<file path="config.mk">
export PLATFORM = sky130hd
export DESIGN_NAME = poly_deconv3
export DESIGN_NICKNAME = d
export VERILOG_FILES = /design/src/rtl/poly_deconv3_pkg.sv /design/src/rtl/poly_deconv3_fpu.sv /design/src/rtl/poly_deconv3.sv
export SDC_FILE = /design/constraint.sdc
export NUM_CORES = 2
export LEC_CHECK = 0
export ABC_AREA = 1
export BUFFER_PORTS_ARGS = -buffer_cell sky130_fd_sc_hd__buf_2
export CAP_MARGIN = 20
export CORE_MARGIN = 3
export CORE_UTILIZATION = 63
export DETAILED_ROUTE_END_ITERATION = 10
export PLACE_DENSITY_LB_ADDON = 0.25
export SYNTH_ARGS = -nofsm -noshare
export SYNTH_HDL_FRONTEND = slang
export SYNTH_SLANG_ARGS = --single-unit
</file>
<file path="constraint.sdc">
create_clock -name clk -period 37.5 [get_ports clk]
set_input_delay 7.5 -clock clk [delete_from_list [all_inputs] [get_ports clk]]
set_output_delay 7.5 -clock clk [all_outputs]
set_load 0.01 [all_outputs]
</file>
<file path="src/rtl/poly_deconv3_pkg.sv">
// poly_deconv3_pkg
// Shared definitions for the polynomial deconvolution unit and its
// floating-point helpers: FSM state encoding, single-precision field
// positions and constants, and small classification helpers.
// Optional build macro used by the design: POLY_DECONV3_RESIDUE_EN.
package poly_deconv3_pkg;

    typedef enum logic [4:0] {
        ST_IDLE,
        ST_ERR,
        ST_M0,
        ST_M1,
        ST_S1,
        ST_M2,
        ST_M3,
        ST_M4,
        ST_S2,
        ST_S3,
        ST_M5,
        ST_RM0,
        ST_RM1,
        ST_RS0,
        ST_RS1,
        ST_RM2,
        ST_RS2,
        ST_DONE
    } state_e;

    localparam int          FP_SIGN_BIT = 31;
    localparam int          FP_EXP_MSB  = 30;
    localparam int          FP_EXP_LSB  = 23;
    localparam logic [31:0] FP_ONE      = 32'h3F800000;
    localparam logic [31:0] FP_QNAN     = 32'h7FC00000;

    // Subtraction is done by flipping the sign of the subtrahend.
    function automatic logic [31:0] fp_neg(input logic [31:0] v);
        return {~v[FP_SIGN_BIT], v[FP_SIGN_BIT-1:0]};
    endfunction

    // Denormals are treated as zero by the arithmetic units.
    function automatic logic fp_is_zero(input logic [31:0] v);
        return v[FP_EXP_MSB:FP_EXP_LSB] == 8'h00;
    endfunction

    function automatic logic fp_is_inf(input logic [31:0] v);
        return (v[FP_EXP_MSB:FP_EXP_LSB] == 8'hFF) && (v[22:0] == 23'd0);
    endfunction

    function automatic logic fp_is_nan(input logic [31:0] v);
        return (v[FP_EXP_MSB:FP_EXP_LSB] == 8'hFF) && (v[22:0] != 23'd0);
    endfunction

endpackage

</file>
<file path="src/rtl/poly_deconv3_fpu.sv">
// Shared single-precision arithmetic units used by poly_deconv3.
// fpmul: z_o = a_i * b_i, valid LAT cycles after the operands are presented.
// fpadd: out_o = a_i + b_i, valid LAT cycles after the operands are presented.
// Ports: clk_i clock; a_i/b_i 32-bit operands; z_o/out_o 32-bit result.
// Round-to-nearest-even, denormal inputs/outputs flushed to zero,
// overflow to infinity, invalid operations give a quiet NaN.
module fpmul #(
    parameter int LAT = 1
) (
    input  logic        clk_i,
    input  logic [31:0] a_i,
    input  logic [31:0] b_i,
    output logic [31:0] z_o
);
    import poly_deconv3_pkg::*;

    function automatic logic [31:0] mul_f(input logic [31:0] a, input logic [31:0] b);
        logic        sz;
        logic [47:0] p;
        logic [22:0] m;
        logic        g;
        logic        st;
        logic [23:0] mr;
        int          e;
        sz = a[31] ^ b[31];
        if (fp_is_nan(a) || fp_is_nan(b) ||
            (fp_is_inf(a) && fp_is_zero(b)) || (fp_is_zero(a) && fp_is_inf(b)))
            return FP_QNAN;
        if (fp_is_inf(a) || fp_is_inf(b))
            return {sz, 8'hFF, 23'd0};
        if (fp_is_zero(a) || fp_is_zero(b))
            return {sz, 31'd0};
        p = {24'd0, 1'b1, a[22:0]} * {24'd0, 1'b1, b[22:0]};
        e = int'(a[30:23]) + int'(b[30:23]) - 127;
        if (p[47]) begin
            m  = p[46:24];
            g  = p[23];
            st = |p[22:0];
            e  = e + 1;
        end else begin
            m  = p[45:23];
            g  = p[22];
            st = |p[21:0];
        end
        mr = {1'b0, m} + {23'd0, g & (st | m[0])};
        if (mr[23]) begin
            e = e + 1;
            m = 23'd0;
        end else begin
            m = mr[22:0];
        end
        if (e >= 255)
            return {sz, 8'hFF, 23'd0};
        if (e <= 0)
            return {sz, 31'd0};
        return {sz, e[7:0], m};
    endfunction

    logic [31:0] pipe_q [LAT];

    always_ff @(posedge clk_i) begin
        pipe_q[0] <= mul_f(a_i, b_i);
        for (int i = 1; i < LAT; i++) pipe_q[i] <= pipe_q[i-1];
    end

    assign z_o = pipe_q[LAT-1];

endmodule

module fpadd #(
    parameter int LAT = 1
) (
    input  logic        clk_i,
    input  logic [31:0] a_i,
    input  logic [31:0] b_i,
    output logic [31:0] out_o
);
    import poly_deconv3_pkg::*;

    function automatic logic [31:0] add_f(input logic [31:0] a, input logic [31:0] b);
        logic [31:0] x;
        logic [31:0] y;
        logic [7:0]  d;
        logic [26:0] mx;
        logic [26:0] my;
        logic [27:0] s;
        logic [22:0] m;
        logic        g;
        logic        st;
        logic [23:0] mr;
        int          e;
        int          lz;
        if (fp_is_nan(a) || fp_is_nan(b) ||
            (fp_is_inf(a) && fp_is_inf(b) && (a[31] != b[31])))
            return FP_QNAN;
        if (fp_is_inf(a)) return a;
        if (fp_is_inf(b)) return b;
        // Two zeros: negative only when both are negative.
        if (fp_is_zero(a) && fp_is_zero(b)) return {a[31] & b[31], 31'd0};
        if (fp_is_zero(a)) return b;
        if (fp_is_zero(b)) return a;
        if (a[30:0] >= b[30:0]) begin
            x = a;
            y = b;
        end else begin
            x = b;
            y = a;
        end
        // Mantissas carry guard, round and sticky bits below the LSB.
        d  = x[30:23] - y[30:23];
        mx = {1'b1, x[22:0], 3'b000};
        my = {1'b1, y[22:0], 3'b000};
        if (d >= 8'd27) begin
            my = 27'd1;
        end else begin
            st = |(my & ((27'd1 << d) - 27'd1));
            my = (my >> d) | {26'd0, st};
        end
        if (x[31] == y[31]) s = {1'b0, mx} + {1'b0, my};
        else                s = {1'b0, mx} - {1'b0, my};
        // Exact cancellation yields +0.
        if (s == 28'd0) return 32'd0;
        e = int'(x[30:23]);
        if (s[27]) begin
            s = {1'b0, s[27:2], s[1] | s[0]};
            e = e + 1;
        end else begin
            lz = 0;
            for (int i = 0; i < 27; i++) if (s[i]) lz = 26 - i;
            s = s << lz;
            e = e - lz;
        end
        m  = s[25:3];
        g  = s[2];
        st = s[1] | s[0];
        mr = {1'b0, m} + {23'd0, g & (st | m[0])};
        if (mr[23]) begin
            e = e + 1;
            m = 23'd0;
        end else begin
            m = mr[22:0];
        end
        if (e >= 255)
            return {x[31], 8'hFF, 23'd0};
        if (e <= 0)
            return {x[31], 31'd0};
        return {x[31], e[7:0], m};
    endfunction

    logic [31:0] pipe_q [LAT];

    always_ff @(posedge clk_i) begin
        pipe_q[0] <= add_f(a_i, b_i);
        for (int i = 1; i < LAT; i++) pipe_q[i] <= pipe_q[i-1];
    end

    assign out_o = pipe_q[LAT-1];

endmodule

</file>
<file path="src/rtl/poly_deconv3.sv">
// poly_deconv3
// Recovers the 3-term factor A from a 5-term convolution result Y and the
// known factor B by forward substitution, using one shared fpmul and one
// shared fpadd sequenced by an FSM (one operation per state).
// Ports:
//   clk, rst      clock, synchronous active-high reset
//   start         request, accepted only when idle
//   Y[159:0]      {Y0..Y4}, Y0 in the top word
//   B[95:0]       {B0,B1,B2}, B0 in the top word
//   B0_inv[31:0]  caller-supplied 1/B0
//   busy          high from acceptance until done
//   done          one-cycle pulse, A/err (and R) valid and held until next start
//   err           B0 was zero or denormal
//   A[95:0]       {A0,A1,A2}
//   R[63:0]       {R3,R4} residue, only when POLY_DECONV3_RESIDUE_EN is defined
module poly_deconv3
    import poly_deconv3_pkg::*;
#(
    parameter int MUL_LAT = 1,
    parameter int ADD_LAT = 1
) (
    input  logic         clk,
    input  logic         rst,
    input  logic         start,
    input  logic [159:0] Y,
    input  logic [95:0]  B,
    input  logic [31:0]  B0_inv,
    output logic         busy,
    output logic         done,
    output logic         err,
    output logic [95:0]  A
`ifdef POLY_DECONV3_RESIDUE_EN
    ,
    output logic [63:0]  R
`endif
);

    localparam logic [7:0] MUL_LAST = 8'(MUL_LAT);
    localparam logic [7:0] ADD_LAST = 8'(ADD_LAT);

    state_e       state_q, state_d, op_next;
    logic [7:0]   cnt_q, cnt_d, op_last;
    logic [159:0] y_q;
    logic [63:0]  b_q;
    logic [31:0]  inv_q, a0_q, a1_q, a2_q, t_q, t2_q, u_q;
    logic         err_q;
    logic [31:0]  mul_a, mul_b, mul_z, add_a, add_b, add_z;
    logic         op_act, op_add, op_fin;
    logic         unused_bits;

    wire [31:0] y0 = y_q[159:128];
    wire [31:0] y1 = y_q[127:96];
    wire [31:0] y2 = y_q[95:64];
    wire [31:0] b1 = b_q[63:32];
    wire [31:0] b2 = b_q[31:0];

`ifdef POLY_DECONV3_RESIDUE_EN
    logic [31:0] r3_q, r4_q;
    wire  [31:0] y3 = y_q[63:32];
    wire  [31:0] y4 = y_q[31:0];
    assign R           = {r3_q, r4_q};
    assign unused_bits = ^{B[95], B[86:64]};
`else
    assign unused_bits = ^{y_q[63:0], B[95], B[86:64]};
`endif

    fpmul #(.LAT(MUL_LAT)) u_mul (.clk_i(clk), .a_i(mul_a), .b_i(mul_b), .z_o(mul_z));
    fpadd #(.LAT(ADD_LAT)) u_add (.clk_i(clk), .a_i(add_a), .b_i(add_b), .out_o(add_z));

    always_comb begin
        state_d = state_q;
        cnt_d   = cnt_q;
        op_next = ST_DONE;
        op_act  = 1'b0;
        op_add  = 1'b0;
        mul_a   = 32'd0;
        mul_b   = 32'd0;
        add_a   = 32'd0;
        add_b   = 32'd0;
        unique case (state_q)
            // B0 is classified straight off the input bus on the accepting edge;
            // it is the same value that gets latched.
            ST_IDLE: if (start) state_d = (B[64+FP_EXP_MSB:64+FP_EXP_LSB] == 8'd0) ? ST_ERR : ST_M0;
            ST_ERR:  state_d = ST_DONE;
            ST_M0:   begin op_act = 1'b1; mul_a = y0;   mul_b = inv_q; op_next = ST_M1; end
            ST_M1:   begin op_act = 1'b1; mul_a = a0_q; mul_b = b1;    op_next = ST_S1; end
            ST_S1:   begin op_act = 1'b1; op_add = 1'b1; add_a = y1; add_b = fp_neg(t_q);  op_next = ST_M2; end
            ST_M2:   begin op_act = 1'b1; mul_a = u_q;  mul_b = inv_q; op_next = ST_M3; end
            ST_M3:   begin op_act = 1'b1; mul_a = a0_q; mul_b = b2;    op_next = ST_M4; end
            ST_M4:   begin op_act = 1'b1; mul_a = a1_q; mul_b = b1;    op_next = ST_S2; end
            ST_S2:   begin op_act = 1'b1; op_add = 1'b1; add_a = y2;  add_b = fp_neg(t_q);  op_next = ST_S3; end
            ST_S3:   begin op_act = 1'b1; op_add = 1'b1; add_a = u_q; add_b = fp_neg(t2_q); op_next = ST_M5; end
`ifdef POLY_DECONV3_RESIDUE_EN
            ST_M5:   begin op_act = 1'b1; mul_a = u_q;  mul_b = inv_q; op_next = ST_RM0; end
            ST_RM0:  begin op_act = 1'b1; mul_a = a1_q; mul_b = b2;    op_next = ST_RM1; end
            ST_RM1:  begin op_act = 1'b1; mul_a = a2_q; mul_b = b1;    op_next = ST_RS0; end
            ST_RS0:  begin op_act = 1'b1; op_add = 1'b1; add_a = t_q; add_b = t2_q;        op_next = ST_RS1; end
            ST_RS1:  begin op_act = 1'b1; op_add = 1'b1; add_a = y3;  add_b = fp_neg(u_q); op_next = ST_RM2; end
            ST_RM2:  begin op_act = 1'b1; mul_a = a2_q; mul_b = b2;    op_next = ST_RS2; end
            ST_RS2:  begin op_act = 1'b1; op_add = 1'b1; add_a = y4;  add_b = fp_neg(t_q); op_next = ST_DONE; end
`else
            ST_M5:   begin op_act = 1'b1; mul_a = u_q;  mul_b = inv_q; op_next = ST_DONE; end
`endif
            ST_DONE: state_d = ST_IDLE;
            default: state_d = ST_IDLE;
        endcase
        // Operands stay on the unit for the whole op; the result is taken on
        // the last wait cycle, when the counter reaches the unit latency.
        op_last = op_add ? ADD_LAST : MUL_LAST;
        op_fin  = op_act && (cnt_q == op_last);
        if (op_act) begin
            if (op_fin) begin
                cnt_d   = 8'd0;
                state_d = op_next;
            end else begin
                cnt_d = cnt_q + 8'd1;
            end
        end
    end

    always_ff @(posedge clk) begin
        if (rst) begin
            state_q <= ST_IDLE;
            cnt_q   <= 8'd0;
            y_q     <= '0;
            b_q     <= '0;
            inv_q   <= '0;
            a0_q    <= '0;
            a1_q    <= '0;
            a2_q    <= '0;
            t_q     <= '0;
            t2_q    <= '0;
            u_q     <= '0;
            err_q   <= 1'b0;
`ifdef POLY_DECONV3_RESIDUE_EN
            r3_q    <= '0;
            r4_q    <= '0;
`endif
        end else begin
            state_q <= state_d;
            cnt_q   <= cnt_d;
            if (state_q == ST_IDLE && start) begin
                y_q   <= Y;
                b_q   <= B[63:0];
                inv_q <= B0_inv;
                err_q <= 1'b0;
                a0_q  <= '0;
                a1_q  <= '0;
                a2_q  <= '0;
`ifdef POLY_DECONV3_RESIDUE_EN
                r3_q  <= '0;
                r4_q  <= '0;
`endif
            end
            if (state_q == ST_ERR) err_q <= 1'b1;
            if (op_fin) begin
                case (state_q)
                    ST_M0:               a0_q <= mul_z;
                    ST_M2:               a1_q <= mul_z;
                    ST_M5:               a2_q <= mul_z;
                    ST_M1, ST_M3:        t_q  <= mul_z;
                    ST_M4:               t2_q <= mul_z;
                    ST_S1, ST_S2, ST_S3: u_q  <= add_z;
`ifdef POLY_DECONV3_RESIDUE_EN
                    ST_RM0, ST_RM2:      t_q  <= mul_z;
                    ST_RM1:              t2_q <= mul_z;
                    ST_RS0:              u_q  <= add_z;
                    ST_RS1:              r3_q <= add_z;
                    ST_RS2:              r4_q <= add_z;
`endif
                    default: ;
                endcase
            end
        end
    end

    assign busy = (state_q != ST_IDLE) && (state_q != ST_DONE);
    assign done = (state_q == ST_DONE);
    assign err  = err_q;
    assign A    = {a0_q, a1_q, a2_q};

endmodule

</file>
==> results.cfg <==
[status]
run_status = complete, no violations

[sta]
final_max_slew_viol_count = 0
worst_pin_slew_ns = 1.33
clock_skew_ns = 0.0358
period_share_pct = 46.3
min_period_ns = 17.38
fmax_ghz = 0.0575
rsz0062_at_grt = false
hold_viol_final = 0
fin_setup_tns_ns = 0
slew_headroom_pct = 10.7
setup_viol = 0

[global_routing]
gr-usage-all-layers_pct = 41.8
grt_antenna_before_repair = 10
grt_max_degree = 171
grt_pass1_wl_mm = 269
overflow = 0
first_global_vias = 47483

[routing]
ant_nets = 0
via_count = 50221
drt_iter0_drc = 5730
wl_mm = 176
drc_errors = 0
first_pass_iters = 7
wire_per_inst_um = 20.9
vias_per_cell = 5.96

[layout]
nFillCells = 6896
area_delta_synth_final_pct = 6.92
fin_area_mm2 = 0.0536
drive_gt1_share_pct = 9.71
nNetsFinal = 8395

[die]
num_rows = 102
die_area_mm2 = 0.0830
core_area_mm2 = 0.0781
start_util_pct = 64.2
dieWidth_um = 288
die_h_um = 288
ios = 390

[critical_path]
critPathSlowestCell = a221oi_1
critical_path_required_ns = 38.01
critPathMostFrequentCell = nand2_1
cp_data_arrival_time_ns = 17.88
endpoint_kind = register
critPathKind = reg2reg
reg2regPathDepth = 70
worstPathMaxFanout = 39
max_stage_delay_ns = 0.97
rrSetupSlack_ns = 20.12
startpoint_type = register

[synth]
yosysWarnings = 0
synth_seq_cells = 462
syn-cell-area_mm2 = 0.0502
ys_seq_area_share_pct = 18.4
synth_edf_count = 0
yosys.area.top_type = fa_1
synthFlopType = dfxtp_1
synthArstFlopShare_pct = 0
synth.avg_cell_area_um2 = 6.89
synth_nets = 8327
synthDistinctLibCells = 85
yosys-top-cells-area = fa_1 19%, dfxtp_1 18%, nand2_1 12%
yosys.area.top_type_share_pct = 19.4
postSynthCellCount = 7280

[clock_tree]
cts_setup_buffers = 0
clock-sinks = 462
cts_made_buffers = 48
ctsHtreeMaxLevel = 2
path_clk_slew_ns = 0.06
clock-root-buffer = clkbuf_16
cts_buffer_depth = 3
cts_tree = yes
cts_resized = 0
clock_latency_ns = 0.62
cts_hold_buf = 0

[power_and_ir_drop]
p_per_area_mw_per_mm2 = 24.2
p_leak_uw = 0.0269
vdd_drop_max_uv = 49.9

[min_path]
hold_path.class = reg2reg
hold_depth = 2

[place]
port_buffers = 301
placed_area_mm2 = 0.0519
gp_congestion = 1.03
dpl.hpwl_mm = 132

[flow_run]
drv_cap = 0
cell usage in the layout (no fill, tap or decap), types with 37 or more instances in the layout:
cell	n
a22oi_1	46
nand4_1	96
nor4_1	40
fa_1	485
buf_4	87
nand2_1	1589
nand3_1	429
dfxtp_1	462
buf_2	304
inv_1	1148
nand2_2	37
xor2_1	98
inv_2	37
a21oi_1	414
ha_1	271
nor3_1	84
nor2_1	751
o21ai_0	528
clkbuf_16	49
nor2_2	37
state kept, by name, summed over array words and instances, names as in the netlist, 8 cells and up:
name          flops
a0_q             32
y_q              96
b_q              64
inv_q            32
u_add.pipe_q     32
u_q              32
cnt_q             8
a1_q             32
t2_q             32
u_mul.pipe_q     32
t_q              32
a2_q             32
Yosys cell counts (7+ instances only):
master         number
nand2_2            34
o21ai_0           528
dfxtp_1           462
nand3_2            20
ha_1              271
o22ai_1             7
nor3_1             84
nand3_1           431
nor2_4             19
dlygate4sd3_1       7
a21oi_1           414
a22oi_1            46
buf_6              16
o21bai_1           14
nand4_1            96
a221oi_1           35
o21ai_1            24
xnor2_1            15
and2_1             17
fa_1              485
inv_1            1149
o31ai_1            12
clkbuf_1          268
xor2_1             99
o211ai_1           14
nand2_4            15
nor2_1            757
a31oi_1            14
nand2_1          1593
buf_2              24
nor4_1             41
buf_1              19
o21a_1             10
buf_4              25
or2_2              22
nor2_2             34
inv_2              38
final timing paths:
path,to,from
hold reg to reg,b_q[18]$_SDFFE_PP0P_,b_q[18]$_SDFFE_PP0P_
hold / removal,b_q[18]$_SDFFE_PP0P_,b_q[18]$_SDFFE_PP0P_
setup reg to reg,u_mul.pipe_q[0][10]$_SDFF_PP0_,state_q[3]$_SDFF_PP0_
setup / recovery,u_mul.pipe_q[0][10]$_SDFF_PP0_,state_q[3]$_SDFF_PP0_
power breakdown:
| group | internal, uW | switching (uW) |
|---|---|---|
| clock network | 284 | 219 |
| logic | 76.2 | 179 |
| registers | 519 | 20.7 |
| total | 879 | 419 |
per-layer routing:
layer | global-route usage, % | part of all wire, % | vias up
met4 | 21.1 | 6.0 | 8
met1 | 56.5 | 39 | 23516
met5 | 0 | 0.029 | -
li1 | - | - | 23046
met2 | 62.0 | 42 | 3115
met3 | 11.1 | 13 | 536
stage by stage:
step                setup slack (ns)  total power [uW]  hold slack, ns  instances  utilization, %
floorplan                      24.81               707           0.425       7280               -
global placement               21.04               790           0.440       8330            66.4
detailed placement             20.88               796           0.449       8331            66.4
CTS                            20.81              1290           0.458       8417            68.5
global route                   18.82              1340           0.474       8424            68.6
finish                         20.12              1300           0.460       8428            68.7
layout make-up:
cell class                      count  area, um^2  share of cell area, %
Antenna cell                        4        10.0                 0.0187
Clock inverter                     20         234                  0.436
Tap cell                         1040        1300                   2.43
Multi-Input combinational cell   5248       34700                   64.7
Timing Repair Buffer              395        2260                   4.22
Inverter                         1193        4490                   8.38
Clock buffer                       66        1400                   2.61
Sequential cell                   462        9250                   17.2
cell families after synthesis:
kind of cell | Yosys count | synth area share (%)
AOI/OAI and AO/OA | 1173 | 13.0
muxes | 2 | 0.0399
and+or+nand+nor | 3199 | 27.7
DFF | 462 | 18.4
adders and majority gates | 756 | 26.1
buffers and inverters | 1570 | 12.6
xor gates and xnor gates | 118 | 2.14
critical path, delay by kind of cell (launching register included):
family | cells | cell delay (ns)
compound gates | 15 | 4.74
simple gates | 34 | 5.72
fa+ha+maj | 8 | 3.59
flops | 1 | 0.70
buf+inv | 13 | 2.44
(Power assumes the default switching activity.)
